==> config.mk <==
export PLATFORM = sky130hd
export DESIGN_NAME = hazard_sequencer_flat
export DESIGN_NICKNAME = d
export VERILOG_FILES = /design/src/rtl/hazard_sequencer_if.sv /design/src/rtl/hazard_sequencer.sv /design/src/flat_wrapper.sv
export SDC_FILE = /design/constraint.sdc
export NUM_CORES = 1
export LEC_CHECK = 0
export CORE_MARGIN = 1
export CORE_UTILIZATION = 53
export DETAILED_ROUTE_END_ITERATION = 12
export PLACE_DENSITY = 0.86
export SLEW_MARGIN = 15
export SYNTH_ARGS = -nofsm -noshare
export SYNTH_HDL_FRONTEND = slang
export SYNTH_SLANG_ARGS = --single-unit
==> constraint.sdc <==
create_clock -name clk -period 6.9 [get_ports clk]
set_input_delay 2.07 -clock clk [delete_from_list [all_inputs] [get_ports clk]]
set_output_delay 2.07 -clock clk [all_outputs]
set_load 0.05 [all_outputs]
==> src/rtl/hazard_sequencer_if.sv <==
// Front-end hazard control bundle: ID/EX status inputs and the pipeline enables plus perf counters.
interface hazard_sequencer_if;
  logic        id_valid;
  logic [31:0] id_instr;
  logic        ex_redirect;
  logic        mem_busy;
  logic        pc_write;
  logic        ifid_write;
  logic        ifid_flush;
  logic        idex_bubble;
  logic [31:0] stall_cnt;
  logic [31:0] flush_cnt;
  logic [31:0] freeze_cnt;

  modport master (
    output id_valid, id_instr, ex_redirect, mem_busy,
    input  pc_write, ifid_write, ifid_flush, idex_bubble,
    input  stall_cnt, flush_cnt, freeze_cnt
  );

  modport slave (
    input  id_valid, id_instr, ex_redirect, mem_busy,
    output pc_write, ifid_write, ifid_flush, idex_bubble,
    output stall_cnt, flush_cnt, freeze_cnt
  );
endinterface

==> src/rtl/hazard_sequencer.sv <==
// Load-use / redirect / memory-wait hazard sequencing for the 5-stage core front end,
// with saturating per-hazard performance counters.
module hazard_sequencer (
  input  logic               clk,
  input  logic               rst_n,
  hazard_sequencer_if.slave  bus
);
  localparam logic [6:0] LOAD_OPERATION    = 7'b0000011;
  localparam logic [6:0] STORE_OPERATION   = 7'b0100011;
  localparam logic [6:0] BRANCH_OPERATION  = 7'b1100011;
  localparam logic [6:0] JALR_OPERATION    = 7'b1100111;
  localparam logic [6:0] JAL_OPERATION     = 7'b1101111;
  localparam logic [6:0] LUI_OPERATION     = 7'b0110111;
  localparam logic [6:0] AUIPC_OPERATION   = 7'b0010111;
  localparam logic [6:0] ART_IMM_OPERATION = 7'b0010011;
  localparam logic [6:0] R_TYPE_OPERATION  = 7'b0110011;

  typedef enum logic [1:0] {RUN, FROZEN, FROZEN_REDIR} state_e;

  state_e      state_q, state_d;
  logic        ex_valid_q, ex_valid_d;
  logic        ex_load_q, ex_load_d;
  logic [4:0]  ex_rd_q, ex_rd_d;
  logic [31:0] stall_cnt_q, stall_cnt_d;
  logic [31:0] flush_cnt_q, flush_cnt_d;
  logic [31:0] freeze_cnt_q, freeze_cnt_d;

  logic [6:0]  opcode;
  logic [4:0]  rs1, rs2;
  logic        use_rs1, use_rs2, lu;
  logic        frozen, flush, stall;
  logic        pc_write, ifid_write, ifid_flush, idex_bubble;
  logic        unused_instr_bits;

  assign opcode            = bus.id_instr[6:0];
  assign rs1               = bus.id_instr[19:15];
  assign rs2               = bus.id_instr[24:20];
  assign unused_instr_bits = ^{bus.id_instr[31:25], bus.id_instr[14:12]};

  always_comb begin
    use_rs1 = 1'b0;
    use_rs2 = 1'b0;
    case (opcode)
      R_TYPE_OPERATION, STORE_OPERATION, BRANCH_OPERATION: begin
        use_rs1 = 1'b1;
        use_rs2 = 1'b1;
      end
      ART_IMM_OPERATION, LOAD_OPERATION, JALR_OPERATION: use_rs1 = 1'b1;
      LUI_OPERATION, AUIPC_OPERATION, JAL_OPERATION:     use_rs1 = 1'b0;
      default:                                           use_rs1 = 1'b0;
    endcase
  end

  // x0 is never a real producer, so a load to x0 must not stall.
  assign lu = bus.id_valid && ex_valid_q && ex_load_q && (ex_rd_q != '0) &&
              ((use_rs1 && (rs1 == ex_rd_q)) || (use_rs2 && (rs2 == ex_rd_q)));

  always_comb begin
    state_d     = state_q;
    frozen      = 1'b0;
    flush       = 1'b0;
    stall       = 1'b0;
    pc_write    = 1'b1;
    ifid_write  = 1'b1;
    ifid_flush  = 1'b0;
    idex_bubble = 1'b0;

    case (state_q)
      RUN: begin
        if (bus.mem_busy) state_d = bus.ex_redirect ? FROZEN_REDIR : FROZEN;
      end
      FROZEN: begin
        if (!bus.mem_busy)        state_d = RUN;
        else if (bus.ex_redirect) state_d = FROZEN_REDIR;
      end
      FROZEN_REDIR: begin
        if (!bus.mem_busy) state_d = RUN;
      end
      default: state_d = RUN;
    endcase

    if (bus.mem_busy) begin
      frozen     = 1'b1;
      pc_write   = 1'b0;
      ifid_write = 1'b0;
    end else if (bus.ex_redirect || (state_q == FROZEN_REDIR)) begin
      flush       = 1'b1;
      ifid_flush  = 1'b1;
      idex_bubble = 1'b1;
    end else if (lu) begin
      stall       = 1'b1;
      pc_write    = 1'b0;
      ifid_write  = 1'b0;
      idex_bubble = 1'b1;
    end
  end

  always_comb begin
    ex_valid_d = ex_valid_q;
    ex_load_d  = ex_load_q;
    ex_rd_d    = ex_rd_q;
    if (!frozen) begin
      if (idex_bubble) begin
        ex_valid_d = 1'b0;
      end else begin
        ex_valid_d = bus.id_valid;
        ex_load_d  = (opcode == LOAD_OPERATION);
        ex_rd_d    = bus.id_instr[11:7];
      end
    end

    stall_cnt_d  = (stall  && (stall_cnt_q  != '1)) ? stall_cnt_q  + 32'd1 : stall_cnt_q;
    flush_cnt_d  = (flush  && (flush_cnt_q  != '1)) ? flush_cnt_q  + 32'd1 : flush_cnt_q;
    freeze_cnt_d = (frozen && (freeze_cnt_q != '1)) ? freeze_cnt_q + 32'd1 : freeze_cnt_q;
  end

  always_ff @(posedge clk or negedge rst_n) begin
    if (!rst_n) begin
      state_q      <= RUN;
      ex_valid_q   <= 1'b0;
      ex_load_q    <= 1'b0;
      ex_rd_q      <= '0;
      stall_cnt_q  <= '0;
      flush_cnt_q  <= '0;
      freeze_cnt_q <= '0;
    end else begin
      state_q      <= state_d;
      ex_valid_q   <= ex_valid_d;
      ex_load_q    <= ex_load_d;
      ex_rd_q      <= ex_rd_d;
      stall_cnt_q  <= stall_cnt_d;
      flush_cnt_q  <= flush_cnt_d;
      freeze_cnt_q <= freeze_cnt_d;
    end
  end

  assign bus.pc_write    = pc_write;
  assign bus.ifid_write  = ifid_write;
  assign bus.ifid_flush  = ifid_flush;
  assign bus.idex_bubble = idex_bubble;
  assign bus.stall_cnt   = stall_cnt_q;
  assign bus.flush_cnt   = flush_cnt_q;
  assign bus.freeze_cnt  = freeze_cnt_q;
endmodule
==> src/flat_wrapper.sv <==
// flat-port wrapper written by rule: the top's interface ports become plain ports
module hazard_sequencer_flat 
  (clk, rst_n, bus_id_valid, bus_id_instr, bus_ex_redirect, bus_mem_busy, bus_pc_write, bus_ifid_write, bus_ifid_flush, bus_idex_bubble, bus_stall_cnt, bus_flush_cnt, bus_freeze_cnt);
  hazard_sequencer_if bus_i ();
  input  logic clk;
  input  logic rst_n;
  input wire logic [$bits(bus_i.id_valid)-1:0] bus_id_valid;
  input wire logic [$bits(bus_i.id_instr)-1:0] bus_id_instr;
  input wire logic [$bits(bus_i.ex_redirect)-1:0] bus_ex_redirect;
  input wire logic [$bits(bus_i.mem_busy)-1:0] bus_mem_busy;
  output wire logic [$bits(bus_i.pc_write)-1:0] bus_pc_write;
  output wire logic [$bits(bus_i.ifid_write)-1:0] bus_ifid_write;
  output wire logic [$bits(bus_i.ifid_flush)-1:0] bus_ifid_flush;
  output wire logic [$bits(bus_i.idex_bubble)-1:0] bus_idex_bubble;
  output wire logic [$bits(bus_i.stall_cnt)-1:0] bus_stall_cnt;
  output wire logic [$bits(bus_i.flush_cnt)-1:0] bus_flush_cnt;
  output wire logic [$bits(bus_i.freeze_cnt)-1:0] bus_freeze_cnt;
  assign bus_i.id_valid = bus_id_valid;
  assign bus_i.id_instr = bus_id_instr;
  assign bus_i.ex_redirect = bus_ex_redirect;
  assign bus_i.mem_busy = bus_mem_busy;
  assign bus_pc_write = bus_i.pc_write;
  assign bus_ifid_write = bus_i.ifid_write;
  assign bus_ifid_flush = bus_i.ifid_flush;
  assign bus_idex_bubble = bus_i.idex_bubble;
  assign bus_stall_cnt = bus_i.stall_cnt;
  assign bus_flush_cnt = bus_i.flush_cnt;
  assign bus_freeze_cnt = bus_i.freeze_cnt;
  hazard_sequencer u_core (.clk(clk), .rst_n(rst_n), .bus(bus_i));
endmodule
; ---- Yosys cells after proc, flatten, opt, wreduce, memory -nomap -nowiden
; Cells that the tools add are included.
[totals]
ff_bits = 105
latchBits = 0
ram_bits = 0
mem_bits_ro = 0
in_bits = 37
out_inout_bits = 100
word_cells = 65
memories = 0
[classes]
n_addsub = 3
n_mul = 0
div = 0
n_lt_le_gt_ge = 0
eq_ne = 16
shift = 0
muxes = 20
bitwise = 2
reduce_logical = 17
[op_table]
columns = op, n
row1 = "32-bit by 1-bit adder with 32-bit output, second input constant", 3
row2 = "32-bit != test, second input constant", 3
row3 = "7-bit by 6-bit == test with 1-bit output, second input constant", 2
row4 = "7-bit == test, second input constant", 2
row5 = 1-bit 2-to-1 mux, 14
row6 = 5-bit == test, 2
row7 = 2-bit 2-to-1 mux, 5
row8 = 1-bit logical AND, 9
row9 = "7-bit by 2-bit == test with 1-bit output, second input constant", 1
row10 = "7-bit by 5-bit == test with 1-bit output, second input constant", 1
row11 = 2-bit case mux with 3 select lines, 1
row12 = 6-bit OR reduction, 1
row13 = 5-bit nonzero test, 1
row14 = "2-bit != test, second input constant", 2
row15 = "3-bit != test, second input constant", 1
row16 = 3-bit AND reduction, 1
row17 = 3-bit OR reduction, 1
row18 = "2-bit by 1-bit == test with 1-bit output, second input constant", 1
row19 = "2-bit == test, second input constant", 1
row20 = 2-bit zero test, 1
row21 = 1-bit logical OR, 2
row22 = 1-bit inverter, 2
row23 = 2-bit AND reduction, 1

; ---- Depth between registers and ports, before layout
[depth]
word_depth = 11
ltp_mapped = 9

; ---- Worst setup path after synthesis
; No wires, ideal clock.
[synth_path]
path_type = input -> output
from = in bus_id_instr[19]
to = out bus_idex_bubble
arrival_time_ns = 4.007
required_ns = 4.830
setup_slack_ns = 0.823
path_stages = 5
n_path_buf = 0
cell_sequence = xor2_1 > nor4_1 > a22oi_1 > or3b_2 > a31oi_1
[synth_between]
elab_chain_len = 7
[synth_rtl]
columns = item, line
row1 = "start, declared", flat_wrapper.sv:8  ; input wire logic [$bits(bus_i.id_instr)-1:0] bus_id_instr;
row2 = 5-bit == test, hazard_sequencer.sv:56  ; ((use_rs1 && (rs1 == ex_rd_q)) || (use_rs2 && (rs2 == ex_rd_q)));
row3 = 1-bit logical AND, hazard_sequencer.sv:56
row4 = 1-bit logical OR, hazard_sequencer.sv:56
row5 = 1-bit logical AND, hazard_sequencer.sv:55  ; assign lu = bus.id_valid && ex_valid_q && ex_load_q && (ex_rd_q != '0) &&
row6 = 1-bit 2-to-1 mux, hazard_sequencer.sv:90  ; end else if (lu) begin
row7 = 1-bit 2-to-1 mux, hazard_sequencer.sv:86  ; end else if (bus.ex_redirect || (state_q == FROZEN_REDIR)) begin
row8 = 1-bit 2-to-1 mux, hazard_sequencer.sv:82  ; if (bus.mem_busy) begin
row9 = "end, declared", flat_wrapper.sv:14  ; output wire logic [$bits(bus_i.idex_bubble)-1:0] bus_idex_bubble;
; Every way passes these cells.

; ---- Final worst setup path
[layout_path]
from = in bus_id_instr[19]
to = out bus_ifid_write
[layout_between]
elab_chain_len = 7
[layout_rtl]
columns = item, line
row1 = 5-bit == test, hazard_sequencer.sv:56
row2 = 1-bit logical AND, hazard_sequencer.sv:56
row3 = 1-bit logical OR, hazard_sequencer.sv:56
row4 = 1-bit logical AND, hazard_sequencer.sv:55
row5 = 1-bit 2-to-1 mux, hazard_sequencer.sv:90
row6 = 1-bit 2-to-1 mux, hazard_sequencer.sv:86
row7 = 1-bit 2-to-1 mux, hazard_sequencer.sv:82
row8 = "end, declared", flat_wrapper.sv:12  ; output wire logic [$bits(bus_i.ifid_write)-1:0] bus_ifid_write;
; Every way passes these cells.

==> results by group <==
Setup path
  • WP depth: 8
  • Worst EP arrival: 4.33 ns
  • Worst-path maximum fanout: 5
  • Buffers & Inverters on Critical Path: 2
  • Crit-path slowest cell: or3b_2
  • Crit-path max cell delay: 0.56 ns
  • Type of origin of the critical path: input port
  • Worst Setup End Kind: output pin
  • CP Data Required Time: 4.83 ns
  • Crit-path cells: clkdlybuf4s50_1 -> xor2_1 -> nor4_1 -> a22oi_1 -> or3b_2 -> nor3_1 -> nor2_1 -> buf_4
  • Delay-heaviest family, CP: simple AND/OR/NAND/NOR gates
  • Cells on worst reg2reg path: 6
  • Setup CP Type: in -> out

Clocking
  • Skew-Pair Late Insertion Delay: 0.36 ns
  • Post-CTS Setup Inserts: 0
  • H-tree depth: 3
  • Clock transition at the registers of the reported paths: 0.09 ns
  • Sink Count: 105
  • CTS resizes: 0
  • Hold buffer count at CTS: 0
  • Root Buffer: clkbuf_8
  • Clock Tree Buf Depth: 2
  • TritonCTS buffer count: 9
  • TritonCTS clock tree: done

Floorplan
  • Area of the core: around 9300 um2
  • Die area: 10100 um2
  • # IOs: 137
  • Die H: 100 um
  • Die X: about 100 um
  • Cell Rows: 35
  • Initial Util: 55.1%

Finish
  • Post-Layout Cell Count: 749
  • Synth-to-layout area growth: 32.0%
  • Filler Cells Inserted: 683
  • N_diodes: 0
  • Final Net Count: 655
  • Final std cell area, no fill: between 6000 and 7000 um2
  • Share of cells above drive strength 1: 7.74%

Pwr
  • Sw frac: 31.8%
  • Pint: between 0.001 and 0.0015 W
  • Clock share of power: 30.0%
  • Combinational share of power: 22.1%
  • Leak: ~3 nW
  • IR drop worst, VDD: between 0.3 and 0.4 mV
  • PD cells: 223 nW/um2
  • Flop pwr share: 47.9%
  • Switching power: 0.000479 W

STA
  • Slew headroom: between 40% and 50%
  • # setup viols final: 0
  • TNS Setup: 0 ns
  • RSZ-0062 raised after global routing: no
  • Hold slack: 0.481 ns
  • Final Max Slew Viols: 0
  • Post-layout min period: 6.40 ns
  • Skew final: 0.0167 ns
  • Final Cycle Share: between 90% and 100%
  • Worst slew pin tran: 0.882 ns
  • Final Hold Viols: 0
  • Highest clock rate: 156 MHz

Yosys
  • Most used DFF post-synth: dfrtp_1
  • Cell Area, Synth: 5120 um2
  • Synth cell types: 46
  • Cells after Synth: between 400 and 500
  • Register area share after synthesis: 51.3%
  • Synthesized flop and latch total: 105
  • EDFF count, synth: 0
  • Syn Nets: 524
  • Syn Area/Cell: 10.6 um2
  • Synth Warn #: 0
  • Asr flop ratio synth: between 90% and 100%

Detailed routing
  • Initial DRT Pass Iterations: 5
  • Total Wirelength: 11700 um
  • Post-DRT Antenna Nets: 0
  • Drt drc: 0
  • Vias per std cell: between 5 and 6
  • Via count: 4142
  • Drt wl/cell: 15.6 um
  • Initial DRC count: roughly 150

Min path
  • Min-delay worst type: reg -> reg
  • Worst hold path depth: 1

Placed design
  • Buffers on Ports: 126
  • Gp weighted congestion: 0.868
  • Post-DP HPWL: 8480 um
  • Placed cell count: 733
  • Placed inst area: 6510 um2

Global routing
  • Total gr overflow: 0
  • Met1 usage: a little over 30%
  • Initial antenna violation count: 0
  • Busiest grt layer: met2
  • Vias in the first global route: 4012
  • Met3 Use GR: 3.27%
  • Largest net degree at the start of global routing: 54
  • GRT met2 Usage: between 30 and 40%
  • First-pass GRT wire length: 18800 um
  • Global Route Usage Sum: 23.4%

Run status
  • Outcome: finished, final reports clean

Flow run
  • Max-cap viol count: 0
area by class of cell:
cell class                 instances  area, um2  area share [%]
inverter                           7       26.3           0.389
sequential                       105       2630            38.9
timing repair buffer             129       1270            18.9
multi-input combinational        363       2420            35.9
tap                              129        161            2.39
clock inverter                     6        115            1.70
clock buffer                      10        128            1.89
worst reg2reg max path, cell delays in order (launching register included):
cell and delay (ns):
dfrtp_1 0.47, nand4_1 0.21, nor4_1 0.64, and4_1 0.60
or3_1 0.27, nor4_1 0.08, xor2_1 0.16
routing by layer:
| layer | vias to the layer above | wire (um) |
|---|---|---|
| li1 | 1951 | - |
| met1 | 2067 | 5250 |
| met2 | 114 | 5810 |
| met3 | 10 | 482 |
| met4 | 0 | 120 |
| met5 | - | 0 |
through the flow:
step,utilization (%),worst slack (ns),power [W]
final,72.8,0.500,0.00151
after detailed placement,70.2,0.495,0.00107
after global routing,72.8,0.403,0.00157
after CTS,72.8,0.486,0.00152
after global placement,70.2,0.604,0.00105
after floorplan,-,0.823,0.000932
cell families after synthesis:
family          synth area share, %
compound gates                 1.34
xor+xnor                       17.3
fa+ha+maj                     0.733
buf+inv                        1.32
flops                          51.3
mux                            2.20
simple gates                   25.8
Yosys cell counts, types with 2 or more instances:
master	number	area, um2
xor2_1	59	517
and2_1	3	18.8
nor3b_1	5	37.5
mux2_2	10	113
and4_1	9	78.8
a21oi_1	3	15.0
nand3_2	2	20.0
and2_0	2	12.5
or3_1	2	12.5
nand4_1	25	156
nand2b_1	3	18.8
xnor2_1	42	368
nor4b_1	2	17.5
nor2_2	3	18.8
inv_1	7	26.3
ha_1	3	37.5
clkbuf_1	5	18.8
nor4_1	9	56.3
nor2_1	35	131
nor3_1	25	125
buf_2	3	15.0
nand3_1	44	220
a211oi_1	2	15.0
dfrtp_1	105	2630
and3_1	12	75.1
or2_2	4	25.0
nand2_1	41	154
cells in the final DEF, fill, tap and decap left out, types with 10 or more instances in the layout:
| master | instances |
|---|---|
| nand3_1 | 44 |
| nand2_1 | 41 |
| clkdlybuf4s50_1 | 122 |
| nor2_1 | 35 |
| dfrtp_1 | 105 |
| nand4_1 | 25 |
| xnor2_1 | 42 |
| xor2_1 | 59 |
| mux2_2 | 10 |
| and3_1 | 12 |
| nor3_1 | 25 |
path summary, 6_finish.rpt:
path                                          start                        end  slack [ns]
min in group asynchronous                     rst_n   u_core.bus.stall_cnt[22]        1.74
max in group asynchronous                     rst_n  u_core.bus.freeze_cnt[16]        4.06
max reg2reg                u_core.bus.stall_cnt[17]   u_core.bus.stall_cnt[11]        4.36
max                                bus_id_instr[19]             bus_ifid_write        0.50
min reg2reg                       u_core.state_q[1]          u_core.state_q[0]        0.48
min                               u_core.state_q[1]          u_core.state_q[0]        0.48
flip-flops by register name, indices dropped and copies added, names as in the netlist:
signal	cells
u_core.ex_load_q	1
u_core.state_q	2
u_core.bus.flush_cnt	32
u_core.bus.freeze_cnt	32
u_core.bus.stall_cnt	32
u_core.ex_rd_q	5
u_core.ex_valid_q	1
power groups by stage:
stage | logic [W] | registers, W | clock network [W]
floorplan | 0.0000840 | 0.000848 | 0
global placement | 0.000328 | 0.000727 | 0
detailed placement | 0.000335 | 0.000732 | 0
CTS | 0.000337 | 0.000720 | 0.000461
global route | 0.000355 | 0.000729 | 0.000483
finish | 0.000334 | 0.000721 | 0.000451
No activity file was read; power rests on OpenSTA's default activity.
